`config.mk`:
```
export PLATFORM = sky130hd
export DESIGN_NAME = btn_cmd_sequencer
export DESIGN_NICKNAME = d
export VERILOG_FILES = /design/src/rtl/btn_cmd_sequencer.sv
export SDC_FILE = /design/constraint.sdc
export NUM_CORES = 1
export LEC_CHECK = 0
export ABC_AREA = 1
export CORE_UTILIZATION = 60
export CTS_BUF_LIST = sky130_fd_sc_hd__clkbuf_4
export DETAILED_ROUTE_END_ITERATION = 10
export GPL_ROUTABILITY_DRIVEN = 0
export GPL_TIMING_DRIVEN = 0
export PLACE_DENSITY = 0.92
export SYNTH_ARGS = -nofsm -noshare
export SYNTH_HDL_FRONTEND = slang
export SYNTH_SLANG_ARGS = --single-unit
```
`constraint.sdc`:
```
create_clock -name clk -period 2.4 [get_ports clk]
set_input_delay 0.6 -clock clk [delete_from_list [all_inputs] [get_ports clk]]
set_output_delay 0.6 -clock clk [all_outputs]
set_load 0.05 [all_outputs]
```
`src/rtl/btn_cmd_sequencer.sv`:
```
// Debounced button levels to one-shot command tokens: edge detect, round-robin
// arbitration into a small FIFO, valid/ready output with ack timeout and sticky errors.
//
// state | meaning
// IDLE  | FIFO empty, cmd_valid low, timeout counter held at 0
// OFFER | head presented on cmd_valid/cmd_id, waiting for cmd_ready
// DROP  | one cycle with cmd_valid low: head discarded, timeout_err raised
module btn_cmd_sequencer #(
   parameter int NUM_BTNS    = 4,
   parameter int CMD_W       = 2,
   parameter int FIFO_DEPTH  = 4,
   parameter int ACK_TIMEOUT = 1024
) (
   input  logic                        clk,
   input  logic                        rst,
   input  logic [NUM_BTNS-1:0]         btn_down,
   output logic                        cmd_valid,
   output logic [CMD_W-1:0]            cmd_id,
   input  logic                        cmd_ready,
   output logic [$clog2(FIFO_DEPTH):0] fifo_count,
   output logic                        overflow_err,
   output logic                        timeout_err,
   input  logic                        clr_err
);
   localparam int PTR_W = $clog2(FIFO_DEPTH);
   localparam int CNT_W = PTR_W + 1;
   localparam int TO_W  = (ACK_TIMEOUT > 0) ? $clog2(ACK_TIMEOUT + 1) : 1;

   typedef enum logic [1:0] {IDLE, OFFER, DROP} stateT;

   stateT               state, stateNext;
   logic [NUM_BTNS-1:0] btnPrev, rise, pending, grantVec;
   logic [CMD_W-1:0]    rrPtr, grantIdx;
   logic                grantValid;
   logic [CMD_W-1:0]    mem [FIFO_DEPTH];
   logic [PTR_W-1:0]    wrPtr, rdPtr;
   logic [CNT_W-1:0]    count, countNext;
   logic [TO_W-1:0]     toCnt, toCntNext;
   logic                push, pop, fifoFull, ovfEvent, dropEvent;

   assign rise       = btn_down & ~btnPrev;
   assign fifoFull   = (count == CNT_W'(FIFO_DEPTH));
   assign push       = grantValid;
   assign pop        = ((state == OFFER) && cmd_ready) || (state == DROP);
   assign ovfEvent   = |(rise & pending & ~grantVec);
   assign cmd_id     = mem[rdPtr];
   assign fifo_count = count;

   // Round-robin search starting at rrPtr; room is judged on the pre-edge count.
   always_comb begin
      logic [CMD_W:0]   idx;
      logic [CMD_W-1:0] sel;
      grantValid = 1'b0;
      grantIdx   = '0;
      grantVec   = '0;
      idx        = '0;
      sel        = '0;
      for (int k = 0; k < NUM_BTNS; k++) begin
         idx = {1'b0, rrPtr} + (CMD_W+1)'(k);
         if (idx >= (CMD_W+1)'(NUM_BTNS))
            idx = idx - (CMD_W+1)'(NUM_BTNS);
         sel = idx[CMD_W-1:0];
         if (!grantValid && !fifoFull && pending[sel]) begin
            grantValid    = 1'b1;
            grantIdx      = sel;
            grantVec[sel] = 1'b1;
         end
      end
   end

   always_ff @(posedge clk or posedge rst) begin
      if (rst) begin
         btnPrev <= '1;
         pending <= '0;
         rrPtr   <= '0;
      end else begin
         btnPrev <= btn_down;
         pending <= (pending & ~grantVec) | rise;
         if (grantValid)
            rrPtr <= (grantIdx == CMD_W'(NUM_BTNS - 1)) ? '0 : grantIdx + CMD_W'(1);
      end
   end

   always_comb begin
      countNext = count;
      if (push && !pop)
         countNext = count + CNT_W'(1);
      else if (!push && pop)
         countNext = count - CNT_W'(1);
   end

   always_ff @(posedge clk or posedge rst) begin
      if (rst) begin
         for (int i = 0; i < FIFO_DEPTH; i++)
            mem[i] <= '0;
         wrPtr <= '0;
         rdPtr <= '0;
         count <= '0;
      end else begin
         if (push) begin
            mem[wrPtr] <= grantIdx;
            wrPtr      <= wrPtr + PTR_W'(1);
         end
         if (pop)
            rdPtr <= rdPtr + PTR_W'(1);
         count <= countNext;
      end
   end

   // Next state looks at countNext so a push in IDLE raises cmd_valid one edge later.
   always_comb begin
      stateNext = state;
      toCntNext = toCnt;
      cmd_valid = 1'b0;
      dropEvent = 1'b0;
      case (state)
         IDLE: begin
            toCntNext = '0;
            if (countNext != '0)
               stateNext = OFFER;
         end
         OFFER: begin
            cmd_valid = 1'b1;
            if (cmd_ready) begin
               toCntNext = '0;
               stateNext = (countNext != '0) ? OFFER : IDLE;
            end else begin
               if (toCnt != '1)
                  toCntNext = toCnt + TO_W'(1);
               if ((ACK_TIMEOUT != 0) && (toCnt == TO_W'(ACK_TIMEOUT - 1)))
                  stateNext = DROP;
            end
         end
         DROP: begin
            dropEvent = 1'b1;
            toCntNext = '0;
            stateNext = (countNext != '0) ? OFFER : IDLE;
         end
         default: stateNext = IDLE;
      endcase
   end

   always_ff @(posedge clk or posedge rst) begin
      if (rst) begin
         state        <= IDLE;
         toCnt        <= '0;
         overflow_err <= 1'b0;
         timeout_err  <= 1'b0;
      end else begin
         state <= stateNext;
         toCnt <= toCntNext;
         if (ovfEvent)
            overflow_err <= 1'b1;
         else if (clr_err)
            overflow_err <= 1'b0;
         if (dropEvent)
            timeout_err <= 1'b1;
         else if (clr_err)
            timeout_err <= 1'b0;
      end
   end
endmodule

```
==> results.json <==
{
  "outcome": "completed",
  "yosys.area_share.adder": 0.0821,
  "dp_hpwl_um": 3880,
  "antenna_left": 0,
  "worstPathCellList": "inv_1 > nor2_1 > o22ai_1 > dlygate4sd2_1",
  "avgRoutedWirePerCell_um": 13.6,
  "fin_util": 0.732,
  "pin_count": 16,
  "cts_hold_buf": 0,
  "synth_compound_gate_area_share": 0.122,
  "routed_wl_um": 5280,
  "die-area_um2": 4320,
  "crit_arrival_ns": 1.70,
  "rsz0062_at_grt": "no",
  "postSynthAreaPerCell_um2": 7.82,
  "yosysSeqAreaShare": 0.413,
  "viasPerCell": 5.58,
  "fin_crit_sh": 0.958,
  "grt.total_usage": 0.275,
  "synth_edf_count": 0,
  "cts_buffers": 5,
  "required_ns": 1.80,
  "hold_class": "reg -> reg",
  "slowest_delay_ns": 0.54,
  "max_freq_mhz": 435,
  "synth_xor_area_frac": 0.0144,
  "worst_pin_slew_ns": 0.815,
  "die_w_um": 65.8,
  "cap_viol_max_count": 0,
  "die_y_um": 65.8,
  "rr_worst_depth": 12,
  "hold_viol_final": 0,
  "syn_nets": 336,
  "synth_async_sr_flop_share": 1.00,
  "min_path_cells": 2,
  "coreArea_um2": 3770,
  "layout-drive-gt1-share": 0.153,
  "synth.distinct_cells": 30,
  "drtIter0Drc": 118,
  "synth_ff_type": "dfrtp_1",
  "timing.hold.ws_ns": 0.507,
  "synth.top_cell.area_share": 0.369,
  "cts_buffer_depth": 2,
  "cts_tree": "built",
  "synth_warnings": 0,
  "synth_seq_cells": 40,
  "antenna_found_initial": 0,
  "synth-simple-area-share": 0.290,
  "cp_max_fo": 6,
  "grt_pass1_wl_um": 8850,
  "synth_cells": 312,
  "nets": 363,
  "endpoint_kind": "primary output",
  "worst_slack_ns": 0.0999,
  "clk_latency_ns": 0.37,
  "fin_crit_ns": 2.30,
  "drcViolationCount": 0,
  "setup_viol": 0,
  "numPortBuffers": 15,
  "dp_slack_ns": -0.113,
  "slew_viol_final": 0,
  "worst-setup-path-type": "reg -> out",
  "ys_top_cells_by_area": "dfrtp_1 (37%), nand2_1 (13%), ha_1 (8.2%), inv_1 (6.9%), dfstp_2 (4.3%)",
  "overflow": 0,
  "initial_core_util": 0.647,
  "clock_sinks": 40,
  "grt_pass1_vias": 2050,
  "crit_path_top_delay_cell": "dlygate4sd2_1",
  "vias": 2165,
  "synth_top_area_cell": "dfrtp_1",
  "clk_pin_slew_ns": 0.10,
  "startpoint_type": "flip-flop",
  "syn_to_final_growth_pct": 13.1,
  "ctsHtreeMaxLevel": 2,
  "fp-row-count": 22,
  "synth_top_family_by_area": "simple AND/OR/NAND/NOR gates",
  "fin_skew_ns": 0.0213,
  "relSlewSlack": 0.456,
  "grt_max_degree": 41,
  "diodes": 0,
  "drt_pass1_iterations": 4,
  "root_buffer": "clkbuf_4",
  "syn_area_um2": 2440,
  "synth.mux.area_fraction": 0
}
[flip-flops by register name, summed over array words and instances (netlist names), named ones only]
signal and flops:
toCnt 11, mem 8, btnPrev 4, pending 4, fifo_count 3, rdPtr 2
state 2, wrPtr 2, overflow_err 1, rrPtr 1, timeout_err 1
[cell usage in the layout, fill, tap and decap left out, types with 2 or more instances in the layout]
| cell | netlist | final |
|---|---|---|
| a21oi_1 | 16 | 16 |
| a21oi_2 | 2 | 2 |
| buf_4 | 1 | 6 |
| clkbuf_4 | 0 | 7 |
| clkdlybuf4s50_1 | 0 | 12 |
| dfrtp_1 | 36 | 34 |
| dfrtp_2 | 0 | 2 |
| dfstp_2 | 4 | 4 |
| dlygate4sd2_1 | 0 | 2 |
| ha_1 | 16 | 16 |
| inv_1 | 45 | 42 |
| inv_2 | 3 | 4 |
| nand2_1 | 84 | 84 |
| nand2_2 | 7 | 7 |
| nand3_1 | 20 | 19 |
| nand3_2 | 4 | 5 |
| nand4_1 | 7 | 7 |
| nor2_1 | 23 | 23 |
| nor2_2 | 2 | 2 |
| nor2_4 | 2 | 2 |
| nor3_1 | 3 | 3 |
| o211ai_1 | 3 | 3 |
| o21ai_0 | 17 | 17 |
| o21ai_1 | 3 | 3 |
| o21ai_2 | 2 | 2 |
| xor2_1 | 4 | 4 |
[path summary, 6_finish.rpt]
kind	from	to	slack (ns)
setup / recovery	rdPtr[0]$_DFFE_PP0P_	cmd_id[0]	0.1
hold reg to reg	mem[6]$_DFFE_PP0P_	mem[6]$_DFFE_PP0P_	0.51
hold / removal	mem[6]$_DFFE_PP0P_	mem[6]$_DFFE_PP0P_	0.51
setup reg to reg	flip-flop	rrPtr[1]$_DFFE_PP0P_	0.16
max in group asynchronous	rst	rrPtr[1]$_DFFE_PP0P_	1.13
min in group asynchronous	rst	mem[3]$_DFFE_PP0P_	0.68
[cell type report]
type                    count  area [µm²]
plain buffers               2        12.5
repair buffers             20         185
multi-input cells         222        1240
well taps                  48        60.1
flip-flops and latches     40        1010
clock buffers               7        52.6
inverters                  48         186
fillers                   270        1010
clock inverters             1        8.76
[logic make-up after synthesis]
group | count (synthesis)
AO/OA/AOI/OAI | 48
buffers and inverters | 50
AND/OR/NAND/NOR | 154
flip-flops | 40
adder cells (fa/ha/maj) | 16
XOR/XNOR | 4
[Yosys cell counts (2+ instances only)]
master,number
a21oi_1,16
a21oi_2,2
dfrtp_1,36
dfstp_2,4
ha_1,16
inv_1,45
inv_2,3
nand2_1,84
nand2_2,7
nand3_1,20
nand3_2,4
nand4_1,7
nor2_1,23
nor2_2,2
nor2_4,2
nor3_1,3
o211ai_1,3
o21ai_0,17
o21ai_1,3
o21ai_2,2
xor2_1,4
[critical path: cells and delay by family, from the launching register on]
kind            cells  cell delay (ns)
flops               1             0.46
buf+inv             2             0.69
compound gates      1             0.15
simple gates        1             0.05
[layer usage]
layer / track usage / vias to the layer above / routed length (µm)
met5: 0 / - / 0
met2: 0.486 / 61 / 2680
li1: - / 1056 / -
met4: 0.0951 / 0 / 91
met1: 0.316 / 1037 / 2240
met3: 0.0729 / 11 / 266
[through the flow]
step                      cells  TNS [ns]  area [µm²]
after CTS                   384         0        2720
after global placement      375  -0.00515        2650
final                       388         0        2760
after detailed placement    375    -0.571        2650
after global routing        388         0        2760
after floorplan             312         0        2440
[what timing repair did]
action	4_1_cts	5_1_grt
gates resized for setup	8	4
endpoints found under the setup margin	14	12
pin swaps	0	1
setup buffers	1	4
Power is not shown: default switching activity piles up to over one toggle a cycle in this logic, so the estimate is an artifact.
